==> src/rtl/lcd_pkg.sv <==
// rtl/lcd_pkg.sv - shared constants, FSM state type and origin helper for lcd_host
package lcd_pkg;

  localparam int IMG_W = 6;
  localparam int WIN   = 3;
  localparam int PIX_N = IMG_W * IMG_W;
  localparam int WIN_N = WIN * WIN;

  localparam logic [2:0] CMD_REFLASH = 3'd0;
  localparam logic [2:0] CMD_LOAD    = 3'd1;
  localparam logic [2:0] CMD_RIGHT   = 3'd2;
  localparam logic [2:0] CMD_LEFT    = 3'd3;
  localparam logic [2:0] CMD_UP      = 3'd4;
  localparam logic [2:0] CMD_DOWN    = 3'd5;

  localparam logic [1:0] ORG_LOAD = 2'd2;
  localparam logic [1:0] ORG_MAX  = 2'd3;

  typedef enum logic [2:0] {
    ST_IDLE,
    ST_ISSUE,
    ST_LOAD,
    ST_COLLECT,
    ST_DRAIN,
    ST_DELIVER
  } state_t;

  // One axis of the origin mirror: saturating step in either direction.
  function automatic logic [1:0] step_axis(input logic [1:0] v, input logic inc, input logic dec);
    if (inc && v != ORG_MAX) return v + 2'd1;
    if (dec && v != 2'd0)    return v - 2'd1;
    return v;
  endfunction

endpackage

==> src/rtl/lcd_host_if.sv <==
// rtl/lcd_host_if.sv - request, pixel source, display controller and window delivery signals
interface lcd_host_if;
  import lcd_pkg::*;

  logic                 req_valid;
  logic [2:0]           req_cmd;
  logic                 req_ready;
  logic [5:0]           pix_addr;
  logic [7:0]           pix_data;
  logic [2:0]           cmd;
  logic                 cmd_valid;
  logic [7:0]           datain;
  logic                 busy;
  logic                 output_valid;
  logic [7:0]           dataout;
  logic                 win_valid;
  logic                 win_ready;
  logic [WIN_N*8-1:0]   win_data;
  logic [1:0]           win_x;
  logic [1:0]           win_y;
  logic                 err;

  modport master (
    input  req_valid, req_cmd, pix_data, busy, output_valid, dataout, win_ready,
    output req_ready, pix_addr, cmd, cmd_valid, datain, win_valid, win_data, win_x, win_y, err
  );

  modport slave (
    output req_valid, req_cmd, pix_data, busy, output_valid, dataout, win_ready,
    input  req_ready, pix_addr, cmd, cmd_valid, datain, win_valid, win_data, win_x, win_y, err
  );

endinterface

==> src/rtl/lcd_win_buf.sv <==
// rtl/lcd_win_buf.sv - nine-slot byte capture buffer with slot counter and clear
module lcd_win_buf
  import lcd_pkg::*;
(
  input  logic                 clk,
  input  logic                 reset,
  input  logic                 clr_i,
  input  logic                 we_i,
  input  logic [7:0]           din_i,
  output logic [3:0]           cnt_o,
  output logic [WIN_N*8-1:0]   data_o
);

  logic [7:0] slot_q [WIN_N];
  logic [3:0] cnt_q;

  always_ff @(posedge clk or negedge reset) begin
    if (!reset) begin
      cnt_q <= '0;
      for (int i = 0; i < WIN_N; i++) slot_q[i] <= '0;
    end else if (clr_i) begin
      cnt_q <= '0;
      for (int i = 0; i < WIN_N; i++) slot_q[i] <= '0;
    end else if (we_i && cnt_q < 4'(WIN_N)) begin
      slot_q[cnt_q] <= din_i;
      cnt_q         <= cnt_q + 4'd1;
    end
  end

  for (genvar g = 0; g < WIN_N; g++) begin : g_pack
    assign data_o[g*8 +: 8] = slot_q[g];
  end

  assign cnt_o = cnt_q;

endmodule

==> src/rtl/lcd_host.sv <==
// rtl/lcd_host.sv - host sequencer: issues display commands, streams the image, captures a 3x3 window.
// Optional COLLECT/DRAIN watchdog enabled by defining LCD_HOST_TIMEOUT_EN.
module lcd_host
  import lcd_pkg::*;
#(
  parameter int TIMEOUT_CYC = 64
) (
  input  logic        clk,
  input  logic        reset,
  lcd_host_if.master  bus
);

  state_t       state_q, state_d;
  logic [2:0]   cmd_q, cmd_d;
  logic [1:0]   x_q, x_d, y_q, y_d;
  logic         err_q, err_d;
  logic [5:0]   load_q, load_d;

  logic               buf_clr, buf_we;
  logic [3:0]         buf_cnt;
  logic [WIN_N*8-1:0] buf_data;
  logic               abort;

  lcd_win_buf u_win_buf (
    .clk    (clk),
    .reset  (reset),
    .clr_i  (buf_clr),
    .we_i   (buf_we),
    .din_i  (bus.dataout),
    .cnt_o  (buf_cnt),
    .data_o (buf_data)
  );

`ifdef LCD_HOST_TIMEOUT_EN
  localparam int TW = $clog2(TIMEOUT_CYC + 1);

  logic [TW-1:0] tmo_q, tmo_d;
  logic          busy_q;
  logic          wait_st, progress;

  assign wait_st  = (state_q == ST_COLLECT) || (state_q == ST_DRAIN);
  // A falling busy counts as progress so a slow controller is not aborted in DRAIN.
  assign progress = bus.output_valid || (busy_q && !bus.busy);
  assign abort    = wait_st && !progress && (tmo_q == TW'(TIMEOUT_CYC - 1));

  always_comb begin
    tmo_d = '0;
    if (wait_st && !progress && !abort) tmo_d = tmo_q + TW'(1);
  end

  always_ff @(posedge clk or negedge reset) begin
    if (!reset) begin
      tmo_q  <= '0;
      busy_q <= 1'b0;
    end else begin
      tmo_q  <= tmo_d;
      busy_q <= bus.busy;
    end
  end
`else
  assign abort = 1'b0;
`endif

  always_comb begin
    state_d = state_q;
    cmd_d   = cmd_q;
    x_d     = x_q;
    y_d     = y_q;
    err_d   = err_q;
    load_d  = load_q;
    buf_clr = 1'b0;
    buf_we  = 1'b0;

    bus.req_ready = 1'b0;
    bus.cmd_valid = 1'b0;
    bus.cmd       = '0;
    bus.pix_addr  = '0;
    bus.datain    = '0;
    bus.win_valid = 1'b0;

    case (state_q)
      ST_IDLE: begin
        bus.req_ready = 1'b1;
        if (bus.req_valid) begin
          if (bus.req_cmd <= CMD_DOWN) begin
            cmd_d   = bus.req_cmd;
            err_d   = 1'b0;
            buf_clr = 1'b1;
            load_d  = '0;
            state_d = ST_ISSUE;
          end else begin
            err_d = 1'b1;
          end
        end
      end

      ST_ISSUE: begin
        if (!bus.busy) begin
          bus.cmd_valid = 1'b1;
          bus.cmd       = cmd_q;
          if (cmd_q == CMD_LOAD) begin
            x_d = ORG_LOAD;
            y_d = ORG_LOAD;
          end else begin
            x_d = step_axis(x_q, cmd_q == CMD_RIGHT, cmd_q == CMD_LEFT);
            y_d = step_axis(y_q, cmd_q == CMD_DOWN,  cmd_q == CMD_UP);
          end
          state_d = (cmd_q == CMD_LOAD) ? ST_LOAD : ST_COLLECT;
        end
      end

      ST_LOAD: begin
        bus.pix_addr = load_q;
        bus.datain   = bus.pix_data;
        load_d       = load_q + 6'd1;
        if (load_q == 6'(PIX_N - 1)) state_d = ST_COLLECT;
      end

      ST_COLLECT: begin
        if (bus.output_valid) begin
          buf_we = 1'b1;
          if (buf_cnt == 4'(WIN_N - 1)) state_d = ST_DRAIN;
        end
      end

      ST_DRAIN: begin
        // Any pixel beyond the ninth is a controller protocol error; drop it.
        if (bus.output_valid)  err_d   = 1'b1;
        else if (!bus.busy)    state_d = ST_DELIVER;
      end

      ST_DELIVER: begin
        bus.win_valid = 1'b1;
        if (bus.win_ready) state_d = ST_IDLE;
      end

      default: state_d = ST_IDLE;
    endcase

    if (abort) begin
      err_d   = 1'b1;
      state_d = ST_IDLE;
    end
  end

  always_ff @(posedge clk or negedge reset) begin
    if (!reset) begin
      state_q <= ST_IDLE;
      cmd_q   <= CMD_REFLASH;
      x_q     <= ORG_LOAD;
      y_q     <= ORG_LOAD;
      err_q   <= 1'b0;
      load_q  <= '0;
    end else begin
      state_q <= state_d;
      cmd_q   <= cmd_d;
      x_q     <= x_d;
      y_q     <= y_d;
      err_q   <= err_d;
      load_q  <= load_d;
    end
  end

  assign bus.win_data = (state_q == ST_DELIVER) ? buf_data : '0;
  assign bus.win_x    = x_q;
  assign bus.win_y    = y_q;
  assign bus.err      = err_q;

endmodule
==> src/flat_wrapper.sv <==
// flat-port wrapper written by rule: the top's interface ports become plain ports
module lcd_host_flat import lcd_pkg::*;
#(
  parameter int TIMEOUT_CYC = 64
)
  (clk, reset, bus_req_valid, bus_req_cmd, bus_pix_data, bus_busy, bus_output_valid, bus_dataout, bus_win_ready, bus_req_ready, bus_pix_addr, bus_cmd, bus_cmd_valid, bus_datain, bus_win_valid, bus_win_data, bus_win_x, bus_win_y, bus_err);
  lcd_host_if bus_i ();
  input  logic clk;
  input  logic reset;
  input wire logic [$bits(bus_i.req_valid)-1:0] bus_req_valid;
  input wire logic [$bits(bus_i.req_cmd)-1:0] bus_req_cmd;
  input wire logic [$bits(bus_i.pix_data)-1:0] bus_pix_data;
  input wire logic [$bits(bus_i.busy)-1:0] bus_busy;
  input wire logic [$bits(bus_i.output_valid)-1:0] bus_output_valid;
  input wire logic [$bits(bus_i.dataout)-1:0] bus_dataout;
  input wire logic [$bits(bus_i.win_ready)-1:0] bus_win_ready;
  output wire logic [$bits(bus_i.req_ready)-1:0] bus_req_ready;
  output wire logic [$bits(bus_i.pix_addr)-1:0] bus_pix_addr;
  output wire logic [$bits(bus_i.cmd)-1:0] bus_cmd;
  output wire logic [$bits(bus_i.cmd_valid)-1:0] bus_cmd_valid;
  output wire logic [$bits(bus_i.datain)-1:0] bus_datain;
  output wire logic [$bits(bus_i.win_valid)-1:0] bus_win_valid;
  output wire logic [$bits(bus_i.win_data)-1:0] bus_win_data;
  output wire logic [$bits(bus_i.win_x)-1:0] bus_win_x;
  output wire logic [$bits(bus_i.win_y)-1:0] bus_win_y;
  output wire logic [$bits(bus_i.err)-1:0] bus_err;
  assign bus_i.req_valid = bus_req_valid;
  assign bus_i.req_cmd = bus_req_cmd;
  assign bus_i.pix_data = bus_pix_data;
  assign bus_i.busy = bus_busy;
  assign bus_i.output_valid = bus_output_valid;
  assign bus_i.dataout = bus_dataout;
  assign bus_i.win_ready = bus_win_ready;
  assign bus_req_ready = bus_i.req_ready;
  assign bus_pix_addr = bus_i.pix_addr;
  assign bus_cmd = bus_i.cmd;
  assign bus_cmd_valid = bus_i.cmd_valid;
  assign bus_datain = bus_i.datain;
  assign bus_win_valid = bus_i.win_valid;
  assign bus_win_data = bus_i.win_data;
  assign bus_win_x = bus_i.win_x;
  assign bus_win_y = bus_i.win_y;
  assign bus_err = bus_i.err;
  lcd_host #(.TIMEOUT_CYC(TIMEOUT_CYC)) u_core (.clk(clk), .reset(reset), .bus(bus_i));
endmodule
==> config.mk <==
export PLATFORM = sky130hd
export DESIGN_NAME = lcd_host_flat
export DESIGN_NICKNAME = d
export VERILOG_FILES = /design/src/rtl/lcd_pkg.sv /design/src/rtl/lcd_host_if.sv /design/src/rtl/lcd_win_buf.sv /design/src/rtl/lcd_host.sv /design/src/flat_wrapper.sv
export SDC_FILE = /design/constraint.sdc
export NUM_CORES = 1
export LEC_CHECK = 0
export CORE_ASPECT_RATIO = 0.6
export CORE_UTILIZATION = 50
export DETAILED_ROUTE_END_ITERATION = 8
export GPL_TIMING_DRIVEN = 0
export PLACE_DENSITY = 0.81
export SETUP_SLACK_MARGIN = 0.1
export SYNTH_ARGS = -nofsm -noshare
export SYNTH_HDL_FRONTEND = slang
export SYNTH_HIERARCHICAL = 1
export SYNTH_SLANG_ARGS = --single-unit
==> constraint.sdc <==
create_clock -name clk -period 4.76 [get_ports clk]
set_input_delay 0.952 -clock clk [delete_from_list [all_inputs] [get_ports clk]]
set_output_delay 0.952 -clock clk [all_outputs]
set_load 0.1 [all_outputs]
== After elaboration in Yosys (flattened, before gate mapping) ==
Cells that the tools add are included.
Operators by class
  equality and inequality tests: 24
  muxes and demuxes: 67
  add/subtract/negate cells: 6
  reductions and logical operators: 20
  bitwise logic cells: 2
  $lt $le $gt $ge: 4
Operators with widths (count)
  72-bit two-way mux: 3
  72-bit bitwise mux: 1
  3-bit two-way mux: 11
  8-bit demux with 4-bit select: 1
  1-bit two-way mux: 31
  2-bit two-way mux: 10
  6-bit two-way mux: 3
  2-bit inequality test (second input constant): 9
  3-bit one-hot mux with 6 select lines: 1
  8-bit two-way mux: 2
  3-bit AND reduction: 5
  3-bit by 2-bit == test with 1-bit output (second input constant): 4
  3-bit == test (second input constant): 4
  6-bit one-hot mux with 2 select lines: 1
  2-bit nonzero test: 5
  9-bit AND reduction: 1
  4-bit two-way mux: 2
  6-bit by 1-bit adder with 6-bit output (second input constant): 1
  3-bit by 1-bit == test with 1-bit output (second input constant): 2
  6-bit == test (second input constant): 1
  1-bit logical AND: 6
  2-bit by 1-bit inequality test with 1-bit output (second input constant): 3
  3-bit nonzero test: 2
  5-bit >= comparator (second input constant): 1
  11 further kinds: 13
Storage, ports and cells
  logic and storage cells: 139
  input bits: 25
  output and inout port bits: 97
  register bits: 93

== Longest topological paths before layout ==
Gate-level depths: netlist of the first run.
  depth after elaboration: 13
  depth in mapped cells: 8
  gate-level depth less buffers: 6

== By module ==
The synthesis of the first run kept the hierarchy.
By module, submodules not included
  lcd_win_buf: area each 3378.2 µm², instances 1, cells an instance 324
  lcd_host: area each 1666.6 µm², instances 1, cells an instance 212

== Worst setup path before layout of the first run ==
Ideal clock, no wire load.
  path type: register to register
  start: reg u_core.state_q[0]
  end: reg u_core.u_win_buf.slot_q (netlist bit u_core/u_win_buf/data_o[10])
  period minus slack after synthesis: 3.996 ns
  arrival: 3.864 ns
  cell stages (with the launch flop): 8
  data required time: 4.628 ns
  path buffers: 4
  setup slack: 0.764 ns
  cell sequence: dfrtp_1 buf_6 nor3_1 and3_1 buf_2 clkbuf_1 buf_1 nor2_1
RTL lines
  start: declaration: RTL line lcd_host.sv:13  | state_t state_q, state_d;
  start signal: assignment: RTL line lcd_host.sv:155  | state_q <= state_d;
  3-bit zero test *: RTL line lcd_host.sv:81  | case (state_q)
  1-bit two-way mux *: RTL line lcd_host.sv:81
  named net u_core.buf_clr: RTL line lcd_host.sv:19  | logic buf_clr, buf_we;
  72-bit two-way mux or 2-bit nonzero test (tied branches)
  end signal: indexed assignment: RTL line lcd_win_buf.sv:25  | slot_q[cnt_q] <= din_i;
  end: declaration: RTL line lcd_win_buf.sv:14  | logic [7:0] slot_q [WIN_N];
Mark *: on every way through the listed nets, which the timed path passes. The rest lies on a longest branch.
A chain may end at the register's enable or synchronous reset.

== Worst setup path in the final report of the first run ==
  start: reg u_core.state_q[1]
  end: out bus_win_data[44]
On the way
  longest elaborated chain between the ends: 2
Ends and longest elaborated chain
  3-bit == test: RTL line lcd_host.sv:164  | assign bus.win_data = (state_q == ST_DELIVER) ? buf_data : '0;
  72-bit two-way mux: RTL line lcd_host.sv:164
  end: declaration: RTL line flat_wrapper.sv:23  | output wire logic [$bits(bus_i.win_data)-1:0] bus_win_data;
No other way between the ends.

==> results_dict.tcl, run 1 <==
set metrics [dict create \
    synth_area_leaders "dfrtp_1 45%, and2_1 11%, mux2i_1 8.3%" \
    antenna_found_initial 0 \
    critPathKind "flop to primary output" \
    slew_viol_final 0 \
    routabilityCongestion 0.890 \
    finalSetupTns_ns 0 \
    worstReg2RegEnd "u_core/u_win_buf/data_o[2]$_DFFE_PN0P_" \
    htreeDepth 3 \
    area_growth_pct 33.0 \
    worstPathCellList "buf_6 -> nand2b_1 -> nor2_2 -> clkbuf_1 -> and2_1 -> clkdlybuf4s50_1" \
    mappedNetlistNets 571 \
    tightest_slew_ns 1.02 \
    relSlewSlack 0.317 \
    synth-seq-cells 93 \
    clk-insertion-delay-late_ns 0.35 \
    cts_hold_buffers 0 \
    maxCapViolCount 0 \
    syn_inst 536 \
    ys_seq_area_frac 0.462 \
    avgSynthCellArea_um2 9.41 \
    track_usage 0.267 \
    die_w_um 132 \
    drtAntennaViolNets 0 \
    drt_pass1_iterations 5 \
    fill_cells 721 \
    fp-row-count 27 \
    r2r_setup_slack_ns 2.28 \
    chipHeight_um 79.8 \
    grt_max_degree 50 \
    fin_nets 696 \
    initial_core_util 0.531 \
    cp-endpoint "bus_win_data[44]" \
    finClkSkew_ns 0.00359 \
    hold_viol 0 \
    viasPerCell 5.36 \
    cts_tree "yes" \
    clkTransAtPathRegs_ns 0.07 \
    first_iter_violations 244 \
    num_vias 4267 \
    ys_top_cells_by_count "91 x dfrtp_1, 87 x and2_1, 76 x nand2_1" \
    core-area_um2 9490 \
    worstSetupEndpointType "primary output" \
    setup_viol 0 \
    synth_top_area_cell "dfrtp_1" \
    ys_warn_count 6 \
    post_cts_resized 0 \
    grt-ovfl-total 0 \
    clock_sinks 93 \
    arrival_ns 3.22 \
    period_minus_slack_ns 4.17 \
    critical_path_buf_inv_count 3 \
    critPathTopFamily "buffers and inverters" \
    antenna_cells 0 \
    multiInputGateArea_um2 2450 \
    slowest_stage "clkdlybuf4s50_1" \
    synth_top_area_frac 0.451 \
    post_cts_buffers 0 \
    grt_pass1_wl_um 21600 \
    routed_wl_um 13200 \
    worst_setup_path_start_kind "flop" \
    rsz0062_at_grt "false" \
    cts-root-buf "clkbuf_16" \
    cts_buffers 9 \
    cp.required_ns 3.81 \
    port_buffers 113 \
    synth.cell_area_um2 5040 \
    drive_gt1_frac 0.0841 \
    grt_pass1_vias 4153 \
    powerDensity_nw_per_um2 562 \
    synth-async-reset-ratio 1.00 \
    ff_latch_area_um2 2330 \
    clockBufferDepth 2 \
    dieArea_um2 10500 \
    synthFlopType "dfrtp_1" \
    crit_cells 6 \
    p_leak_nw 2.99 \
    max_freq_mhz 240 \
    hp-class "flop to flop" \
    rr_worst_depth 7 \
    io_pins 122 \
    utilization 0.707 \
    reg2reg_from "u_core/state_q[0]$_DFFE_PN0P_" \
    worst_path_largest_cell_delay_ns 1.15 \
    dp_hpwl_um 9590 \
    synth_most_common_cell "dfrtp_1" \
    status "completed" \
    yosysUniqueCellTypes 55 \
    cp_max_fo 10 \
    detail_route.wl_per_cell_um 16.6 \
    ir_drop_mv 0.394 \
    drc 0 \
    worstSetupStartpoint "u_core/state_q[1]$_DFFE_PN0P_" \
    min_period_over_period 0.877 \
    synth-edff-count 0 \
]
==> flip-flops by register name, indices dropped and copies added, names as in the netlist <==
signal and flops:
u_core/bus.err 1, u_core/bus.win_y 2, u_core/load_q 6, u_core/cmd_q 3, u_core/u_win_buf/cnt_o 4, u_core/bus.win_x 2, u_core/state_q 3, u_core/u_win_buf/data_o 72
==> per-layer routing <==
metal / global-route usage / wire [um]
met3: 0.0660 / 932
met1: 0.386 / 6400
met4: 0.0593 / 83
met2: 0.402 / 5790
met5: 0 / 0
==> through the flow <==
stage               hold WS (ns)  setup slack, ns  cells  instance area [um2]  total power [mW]
floorplan                  0.478            0.764    536                 5040              2.52
global placement           0.494           -0.647    779                 6340              2.85
detailed placement         0.499            0.704    780                 6360              2.93
CTS                        0.517            0.577    796                 6710              3.77
global route               0.537            0.456    796                 6710              3.99
finish                     0.512            0.587    796                 6710              3.77
==> tightest hold or removal path: stages, from the launching register on <==
cell	delay, ns
dfstp_2	0.38
inv_1	0.07
mux2i_1	0.07
==> logic make-up (layout without fill, tap and decap cells) <==
family,Yosys count,count (layout),share of synthesized area
compound gates,59,59,0.0677
xor+xnor,5,5,0.00868
fa+ha+maj,10,10,0.0248
buf+inv,53,183,0.0523
flops,93,93,0.462
mux,47,47,0.0952
simple gates,269,269,0.289
==> worst min path at each step <==
stage,startpoint,to,slack [ns],depth (start not counted)
after detailed placement,u_core/u_win_buf/data_o[6]$_DFFE_PN0P_,u_core/u_win_buf/data_o[6]$_DFFE_PN0P_,0.50,2
after floorplan,u_core/u_win_buf/data_o[0]$_DFFE_PN0P_,u_core/u_win_buf/data_o[0]$_DFFE_PN0P_,0.48,2
after global placement,u_core/u_win_buf/data_o[6]$_DFFE_PN0P_,u_core/u_win_buf/data_o[6]$_DFFE_PN0P_,0.49,2
final,u_core/bus.win_y[1]$_DFFE_PN1P_,u_core/bus.win_y[1]$_DFFE_PN1P_,0.51,2
after global routing,u_core/u_win_buf/data_o[6]$_DFFE_PN0P_,u_core/u_win_buf/data_o[6]$_DFFE_PN0P_,0.54,2
after CTS,u_core/bus.win_y[1]$_DFFE_PN1P_,u_core/bus.win_y[1]$_DFFE_PN1P_,0.52,2
==> placed cells by master (no fill, tap or decap), types with 5 or more instances in the layout <==
cell type and n:
and2_1 87, clkdlybuf4s50_1 112, ha_1 10, buf_6 5, nand2b_1 21, o21ai_0 5
buf_2 13, nand2_1 76, dfrtp_1 91, inv_1 11, mux2i_1 42, clkbuf_1 19
nor2_1 50, clkbuf_16 9, a21oi_1 39
==> power breakdown <==
part           total [mW]  switching [mW]  leakage (nW)  internal (mW)
registers            1.34           0.227          1.21           1.11
logic                1.60            1.05          1.62          0.557
clock network       0.831           0.315         0.166          0.516
==> layout make-up <==
class                           instances  share of cell area
Tap cell                              130              0.0242
Inverter                               12             0.00671
Clock inverter                          7              0.0179
Multi-Input combinational cell        390               0.365
Clock buffer                            9              0.0336
Sequential cell                        93               0.347
Timing Repair Buffer                  114               0.172
Buffer                                 41              0.0326
Note: power is estimated with default switching activity, not from simulation.
==> inputs of run 2 (changes only) <==
- CTS_CLUSTER_DIAMETER: not set -> 60
==> results of run 2 <==
Final layout, timing and power as in run 1 (identical DEF).
